File: src/rtl/multicycle_controller.sv
//------------------------------------------------------------------------------
// Module   : multicycle_controller
// Brief    : Moore sequencer stepping MIPS instructions through fetch..write-back.
// Revision : 1.0
//------------------------------------------------------------------------------
`default_nettype none

module multicycle_controller #(
  parameter int CNT_W = 32
) (
  input  logic             clk,
  input  logic             reset,
  input  logic [5:0]       i_opcode,
  input  logic             i_zero,
  input  logic             i_mem_ready,
  output logic             o_pc_write,
  output logic             o_iord,
  output logic             o_mem_read,
  output logic             o_mem_write,
  output logic             o_ir_write,
  output logic             o_mem_to_reg,
  output logic             o_reg_dst,
  output logic             o_reg_write,
  output logic             o_alu_src_a,
  output logic [1:0]       o_alu_src_b,
  output logic [1:0]       o_alu_op,
  output logic [1:0]       o_pc_source,
  output logic [3:0]       o_state,
  output logic             o_illegal_op,
  output logic [CNT_W-1:0] o_retired
);

  localparam logic [5:0] c_OP_RTYPE = 6'b000000;
  localparam logic [5:0] c_OP_LW    = 6'b100011;
  localparam logic [5:0] c_OP_SW    = 6'b101011;
  localparam logic [5:0] c_OP_BEQ   = 6'b000100;
  localparam logic [5:0] c_OP_BNE   = 6'b000101;
  localparam logic [5:0] c_OP_J     = 6'b000010;
  localparam logic [5:0] c_OP_ADDI  = 6'b001000;

  localparam logic [CNT_W-1:0] c_ONE = {{(CNT_W-1){1'b0}}, 1'b1};

  typedef enum logic [3:0] {
    S_FETCH     = 4'd0,
    S_DECODE    = 4'd1,
    S_MEM_ADDR  = 4'd2,
    S_MEM_READ  = 4'd3,
    S_MEM_WB    = 4'd4,
    S_MEM_WRITE = 4'd5,
    S_R_EXEC    = 4'd6,
    S_R_WB      = 4'd7,
    S_BRANCH    = 4'd8,
    S_JUMP      = 4'd9,
    S_ADDI_EXEC = 4'd10,
    S_ADDI_WB   = 4'd11
  } state_t;

  // Per-state control word; the in_* flags qualify the outputs that also
  // depend on same-cycle inputs (mem_ready, zero, opcode).
  typedef struct packed {
    logic       in_fetch;
    logic       in_decode;
    logic       in_branch;
    logic       in_jump;
    logic       retire;
    logic       iord;
    logic       mem_read;
    logic       mem_write;
    logic       mem_to_reg;
    logic       reg_dst;
    logic       reg_write;
    logic       alu_src_a;
    logic [1:0] alu_src_b;
    logic [1:0] alu_op;
    logic [1:0] pc_source;
  } ctrl_t;

  function automatic ctrl_t decode_state(input state_t s);
    ctrl_t c;
    c = '0;
    case (s)
      S_FETCH: begin
        c.in_fetch  = 1'b1;
        c.mem_read  = 1'b1;
        c.alu_src_b = 2'b01;
      end
      S_DECODE: begin
        c.in_decode = 1'b1;
        c.alu_src_b = 2'b11;
      end
      S_MEM_ADDR: begin
        c.alu_src_a = 1'b1;
        c.alu_src_b = 2'b10;
      end
      S_MEM_READ: begin
        c.mem_read = 1'b1;
        c.iord     = 1'b1;
      end
      S_MEM_WB: begin
        c.reg_write  = 1'b1;
        c.mem_to_reg = 1'b1;
        c.retire     = 1'b1;
      end
      S_MEM_WRITE: begin
        c.mem_write = 1'b1;
        c.iord      = 1'b1;
      end
      S_R_EXEC: begin
        c.alu_src_a = 1'b1;
        c.alu_op    = 2'b10;
      end
      S_R_WB: begin
        c.reg_write = 1'b1;
        c.reg_dst   = 1'b1;
        c.retire    = 1'b1;
      end
      S_BRANCH: begin
        c.in_branch = 1'b1;
        c.alu_src_a = 1'b1;
        c.alu_op    = 2'b01;
        c.pc_source = 2'b01;
        c.retire    = 1'b1;
      end
      S_JUMP: begin
        c.in_jump   = 1'b1;
        c.pc_source = 2'b10;
        c.retire    = 1'b1;
      end
      S_ADDI_EXEC: begin
        c.alu_src_a = 1'b1;
        c.alu_src_b = 2'b10;
      end
      S_ADDI_WB: begin
        c.reg_write = 1'b1;
        c.retire    = 1'b1;
      end
      default: c = '0;
    endcase
    return c;
  endfunction

  state_t           r_state;
  state_t           w_next;
  ctrl_t            r_ctrl;
  logic [CNT_W-1:0] r_retired;
  logic             w_supported;
  logic             w_branch_taken;
  logic             w_retire;
  logic             w_run;

  always_comb begin
    w_supported = 1'b0;
    case (i_opcode)
      c_OP_RTYPE, c_OP_LW, c_OP_SW, c_OP_BEQ,
      c_OP_BNE, c_OP_J, c_OP_ADDI: w_supported = 1'b1;
      default:                     w_supported = 1'b0;
    endcase
  end

  assign w_branch_taken = ((i_opcode == c_OP_BEQ) &  i_zero) |
                          ((i_opcode == c_OP_BNE) & ~i_zero);

  // A store retires on the cycle its write is accepted, not on entry.
  assign w_retire = r_ctrl.retire | (r_ctrl.mem_write & i_mem_ready);

  always_comb begin
    w_next = r_state;
    case (r_state)
      S_FETCH:     w_next = i_mem_ready ? S_DECODE : S_FETCH;
      S_DECODE: begin
        case (i_opcode)
          c_OP_LW, c_OP_SW:   w_next = S_MEM_ADDR;
          c_OP_RTYPE:         w_next = S_R_EXEC;
          c_OP_BEQ, c_OP_BNE: w_next = S_BRANCH;
          c_OP_J:             w_next = S_JUMP;
          c_OP_ADDI:          w_next = S_ADDI_EXEC;
          default:            w_next = S_FETCH;
        endcase
      end
      S_MEM_ADDR:  w_next = (i_opcode == c_OP_SW) ? S_MEM_WRITE : S_MEM_READ;
      S_MEM_READ:  w_next = i_mem_ready ? S_MEM_WB : S_MEM_READ;
      S_MEM_WB:    w_next = S_FETCH;
      S_MEM_WRITE: w_next = i_mem_ready ? S_FETCH : S_MEM_WRITE;
      S_R_EXEC:    w_next = S_R_WB;
      S_R_WB:      w_next = S_FETCH;
      S_BRANCH:    w_next = S_FETCH;
      S_JUMP:      w_next = S_FETCH;
      S_ADDI_EXEC: w_next = S_ADDI_WB;
      S_ADDI_WB:   w_next = S_FETCH;
      default:     w_next = S_FETCH;
    endcase
  end

  // The control word is registered from the next state so it always matches r_state.
  always_ff @(posedge clk or posedge reset) begin
    if (reset) begin
      r_state   <= S_FETCH;
      r_ctrl    <= decode_state(S_FETCH);
      r_retired <= '0;
    end else begin
      r_state <= w_next;
      r_ctrl  <= decode_state(w_next);
      if (w_retire) begin
        r_retired <= r_retired + c_ONE;
      end
    end
  end

  // Reset masks every control output immediately, whatever the state.
  assign w_run = ~reset;

  assign o_iord       = w_run & r_ctrl.iord;
  assign o_mem_read   = w_run & r_ctrl.mem_read;
  assign o_mem_write  = w_run & r_ctrl.mem_write;
  assign o_mem_to_reg = w_run & r_ctrl.mem_to_reg;
  assign o_reg_dst    = w_run & r_ctrl.reg_dst;
  assign o_reg_write  = w_run & r_ctrl.reg_write;
  assign o_alu_src_a  = w_run & r_ctrl.alu_src_a;
  assign o_alu_src_b  = {2{w_run}} & r_ctrl.alu_src_b;
  assign o_alu_op     = {2{w_run}} & r_ctrl.alu_op;
  assign o_pc_source  = {2{w_run}} & r_ctrl.pc_source;
  assign o_ir_write   = w_run & r_ctrl.in_fetch & i_mem_ready;
  assign o_pc_write   = w_run & ((r_ctrl.in_fetch & i_mem_ready) |
                                 r_ctrl.in_jump |
                                 (r_ctrl.in_branch & w_branch_taken));
  assign o_illegal_op = w_run & r_ctrl.in_decode & ~w_supported;
  assign o_state      = r_state;
  assign o_retired    = r_retired;

endmodule

`default_nettype wire

File: config.mk
export PLATFORM = sky130hd
export DESIGN_NAME = multicycle_controller
export DESIGN_NICKNAME = d
export VERILOG_FILES = /design/src/rtl/multicycle_controller.sv
export SDC_FILE = /design/constraint.sdc
export NUM_CORES = 1
export LEC_CHECK = 0
export ABC_CLOCK_PERIOD_IN_PS = 1900
export CAP_MARGIN = 10
export CORE_UTILIZATION = 35
export CTS_BUF_LIST = sky130_fd_sc_hd__clkbuf_8
export DETAILED_ROUTE_END_ITERATION = 10
export DONT_BUFFER_PORTS = 1
export PLACE_DENSITY = 0.54
export SYNTH_ARGS = -nofsm -noshare
export SYNTH_HDL_FRONTEND = slang
export SYNTH_SLANG_ARGS = --single-unit
File: constraint.sdc
create_clock -name clk -period 1.9 [get_ports clk]
set_input_delay 0.19 -clock clk [delete_from_list [all_inputs] [get_ports clk]]
set_output_delay 0.19 -clock clk [all_outputs]
set_load 0.01 [all_outputs]
==> Word level (Yosys, flattened, before mapping) <==
Index checks and enable logic that the tools add are counted.
{ "totals": {"elab_cells": 102, "register_bits": 54} }
{ "op_classes": {"n_bitwise": 27, "muxes": 22, "eq_ne": 23, "reduce_logical": 12, "add_sub_neg": 1} }
{ "op_table": {"columns": ["cell", "count"], "rows": [
  ["$add 32x1->32 const B", 1],
  ["$pmux 4 s7", 1],
  ["$eq 4x3->1 const B", 6],
  ["$eq 4x4->1 const B", 5],
  ["$pmux 4 s5", 1],
  ["$and 1x1->1", 17],
  ["$eq 4x2->1 const B", 4],
  ["$mux 1", 14],
  ["$eq 6x3->1 const B", 2],
  ["$eq 6x6->1 const B", 2],
  ["$reduce_or 2->1", 5],
  ["$mux 3", 3],
  ["$eq 4x1->1 const B", 2],
  ["$logic_not 4->1", 2],
  ["$pmux 2 s2", 2],
  ["$reduce_or 7->1", 1],
  ["$and 2x2->2", 3],
  ["$eq 6x2->1 const B", 1],
  ["$eq 6x4->1 const B", 1],
  ["$logic_not 6->1", 1],
  ["$pmux 2 s3", 1],
  ["$reduce_or 5->1", 1],
  ["$or 1x1->1", 4],
  ["$reduce_or 4->1", 1],
  ["other kinds (2)", 4]
]} }

==> Logic depth before layout (Yosys ltp) <==
{ "depth": {"depth_word": 7, "mapped_depth": 6, "depth_no_buf": 5} }

==> Worst setup path before layout <==
No wires, ideal clock.
{ "synth_path": {"path_kind": "input to output", "startpoint": "input reset", "endpoint": "output o_illegal_op", "path_stages": 2, "required_ps": 1710, "arrival_ps": 1635, "path_slack_ps": 75, "n_path_buf": 0, "cell_sequence": "inv_1 > and3_1"} }
{ "synth_via": {"elab_chain_cells": 3} }
{ "synth_lines": {"columns": ["element", "line", "rtl"], "rows": [
  ["from (decl)", "12", "input logic reset,"],
  ["$not 1->1", "210", "assign w_run = ~reset;"],
  ["$and 1x1->1 (2 in a row)", "226", "assign o_illegal_op = w_run & r_ctrl.in_decode & ~w_supported;"],
  ["to (decl)", "29", "output logic o_illegal_op,"]
]} }
No other way between the ends.

==> Worst setup path in the final report <==
{ "layout_path": {"startpoint": "register r_retired[7], in the netlist o_retired[7]", "endpoint": "register r_retired[23], in the netlist o_retired[23]"} }
{ "layout_via": {"elab_chain_cells": 1} }
{ "layout_lines": {"columns": ["element", "line", "rtl"], "rows": [
  ["from (decl)", "145", "logic [CNT_W-1:0] r_retired;"],
  ["from (signal assigned)", "204", "r_retired <= r_retired + c_ONE;"],
  ["$add 32x1->32", "204", null]
]} }
No other way between the ends.
A chain may end at the register's enable or synchronous reset.

==> flow_summary_export.csv <==
group,metric,value,unit
outcome,status,"complete, no violations",
cells_and_area,drive_gt1_share,17.19,%
die,core-area,6794,um^2
global_route,grt_max_degree,46,
clocking,clkTransAtPathRegs,0.09,ns
sta,hold_viol_final,0,
hold_path,holdCritPathClass,"input port to flip-flop",
sta,tightest_slew,0.5526,ns
clocking,htree_levels,2,
sta,skew,0.006831,ns
die,num_rows,30,
hold_path,min_from,"i_mem_ready",
power_and_ir_drop,p_total,2.409,mW
power_and_ir_drop,powerDensity,853.4,nW/um^2
synth,synth_seq_cells,51,
route,drtIter0Drc,85,
worst_setup_path,start_kind,"flip-flop",
worst_setup_path,rr_endpoint,"o_retired[23]",
worst_setup_path,end_kind,"flip-flop",
synth,syn_area,2460,um^2
sta,rsz0062_at_grt,"no",
sta,finalCriticalPeriod,1.734,ns
die,ios,62,
synth,synth-seq-area-share,52.03,%
synth,synth.avg_cell_area,10.60,um^2
synth,syn_nets,243,
sta,relSlewSlack,63.16,%
worst_setup_path,worst_ep_required_time,2.12,ns
worst_setup_path,reg2reg_from,"o_retired[7]",
route,routed_wl,5051,um
cells_and_area,final_common_cell,"dfrtp_1",
sta,post-route-period-util,91.29,%
route,firstDrtPassIters,4,
placed_design,gp_congestion,0.8454,
worst_setup_path,r2r_cells,5,
global_route,grt-ovfl-total,0,
placed_design,io_buffers,0,
die,dieArea,7368,um^2
synth,synthDistinctLibCells,46,
route,drc,0,
route,viasPerCell,4.838,
clocking,clock_path_buffers,2,
route,ant_nets,0,
worst_setup_path,arrival,1.96,ns
placed_design,hpwl,3812,um
worst_setup_path,rrSetupSlack,0.17,ns
synth,yosys_warnings,0,
route,dr_total_vias,1703,
global_route,grt_pass1_vias,1682,
cells_and_area,mostFrequentLayoutCells,"dfrtp_1 (48), xnor2_1 (25), nand2_1 (23), buf_4 (23), nor2b_1 (15)",
sta,setup_tns,0,ns
die,start_util,36.21,%
power_and_ir_drop,irDropWorstVdd,0.4165,mV
sta,fmax,0.5765,GHz
cells_and_area,n_antenna_cell,0,
synth,syn_inst,232,
global_route,antenna_found_initial,0,
sta,setup_viol,0,
power_and_ir_drop,p_leak,1.348,nW
worst_setup_path,cp_max_fo,6,
run,max-cap-violations,0,
hold_path,holdPathStages,2,
cells_and_area,area_growth,14.75,%
die,die_x,85.84,um
global_route,grt_pass1_wl,8473,um
clocking,tritoncts,"built",
worst_setup_path,criticalPathCategory,"flip-flop to flip-flop",
clocking,clk_latency,0.30,ns
die,die_y,85.84,um
clocking,cts_setup_buffers,0,
clocking,cts_buffers,5,
hold_path,hold_end,"r_ctrl[9]",
clocking,cts_sinks,51,
sta,drv_slew,0,
route,routedWlPerCell,14.35,um
global_route,grt_usage,14.94,%
cells_and_area,fin_nets,266,
clocking,cts-root-buf,"clkbuf_8",
[worst max-delay path, cell delays in order, from the launching register on]
cell and delay, ns:
dfrtp_1 0.38, nand4_2 0.17, or4_4 0.49, nor3_4 0.26, and3_1 0.21, xor2_1 0.14
[flip-flops by register name, summed over array words and instances (netlist names)]
register and flops:
r_ctrl 15, o_retired 32, o_state 4
[what timing repair did]
item | 4_1_cts | 5_1_grt
gates resized for setup | 0 | 0
endpoints found under the hold margin | 6 | 0
hold buffers | 1 | 0
[metrics by stage]
step	instance area [um^2]	util (%)	std cells	setup slack, ns	hold WS [ns]
after global routing	2823	41.55	352	0.005053	0.05147
final	2823	41.55	352	0.1655	0.04219
after detailed placement	2713	39.93	343	0.1761	-0.01877
after global placement	2713	39.93	343	0.1957	-0.02217
after CTS	2823	41.55	352	0.1538	0.03049
after floorplan	2460	-	232	0.07460	0.3857
[layout make-up]
cell class,instances,area [um^2]
Tap cell,96,120.1
Multi-Input combinational cell,163,1102
Inverter,10,37.54
Timing Repair Buffer,24,182.7
Fill cell,676,3971
Sequential cell,51,1280
Clock inverter,1,3.754
Clock buffer,7,96.34
[kinds of logic after synthesis]
family | after synthesis | share of synthesized area (%)
adder cells (fa/ha/maj) | 1 | 0.5086
flip-flops | 51 | 52.03
buffers and inverters | 18 | 3.153
XOR/XNOR | 33 | 11.75
AND/OR/NAND/NOR | 106 | 25.69
AO/OA/AOI/OAI | 22 | 6.460
multiplexers | 1 | 0.4069
[power by group]
part	total [mW]	switching (mW)	internal [mW]
Clock	0.662	0.335	0.327
Sequential	1.32	0.109	1.21
Combinational	0.429	0.233	0.196
Total	2.41	0.677	1.73
[Yosys cell counts, drive strengths merged]
library cell,number,area (um^2)
nor3b,2,15.01
xor2,8,70.07
nor4,3,18.77
nand2b,1,6.260
o221ai,1,8.760
o21a,2,15.01
dfstp,3,78.83
nor2b,15,93.84
ha,1,12.51
dfrtp,48,1201
a21oi,5,25.02
o31ai,2,15.01
nand3,12,77.58
nor4b,3,32.53
and3,9,56.30
a21o,1,8.760
or3,1,6.260
and2,2,13.77
nand4,8,56.30
and4,3,26.28
a211oi,1,12.51
a32oi,1,8.760
clkbuf,4,15.01
nand3b,1,7.510
nand2,23,86.33
buf,4,25.02
mux2i,1,10.01
nand4b,1,8.760
a22o,1,8.760
inv,10,37.54
nor3,6,52.55
or4,1,11.26
nor2,14,52.55
nor4bb,1,10.01
o21ai,4,20.02
a311o,1,10.01
xnor2,25,219.0
a221oi,1,8.760
o31a,2,17.52
[per-layer routing]
metal | track usage (%) | part of all wire, %
met1 | 17.57 | 44
met5 | 0 | 0
met2 | 25.67 | 49
met3 | 5.294 | 5.5
met4 | 4.545 | 1.3
[worst max path at each step]
stage / end / cells past startpoint / startpoint / slack [ns]
finish: o_retired[23] / 5 / o_retired[7] / 0.17
global route: r_ctrl[13] / 5 / o_state[0] / 0.005
CTS: o_retired[23] / 5 / o_retired[8] / 0.15
detailed placement: o_retired[24] / 5 / o_retired[15] / 0.18
global placement: o_retired[23] / 5 / o_retired[15] / 0.20
floorplan: o_illegal_op / 2 / reset / 0.07
(Power assumes the default switching activity.)
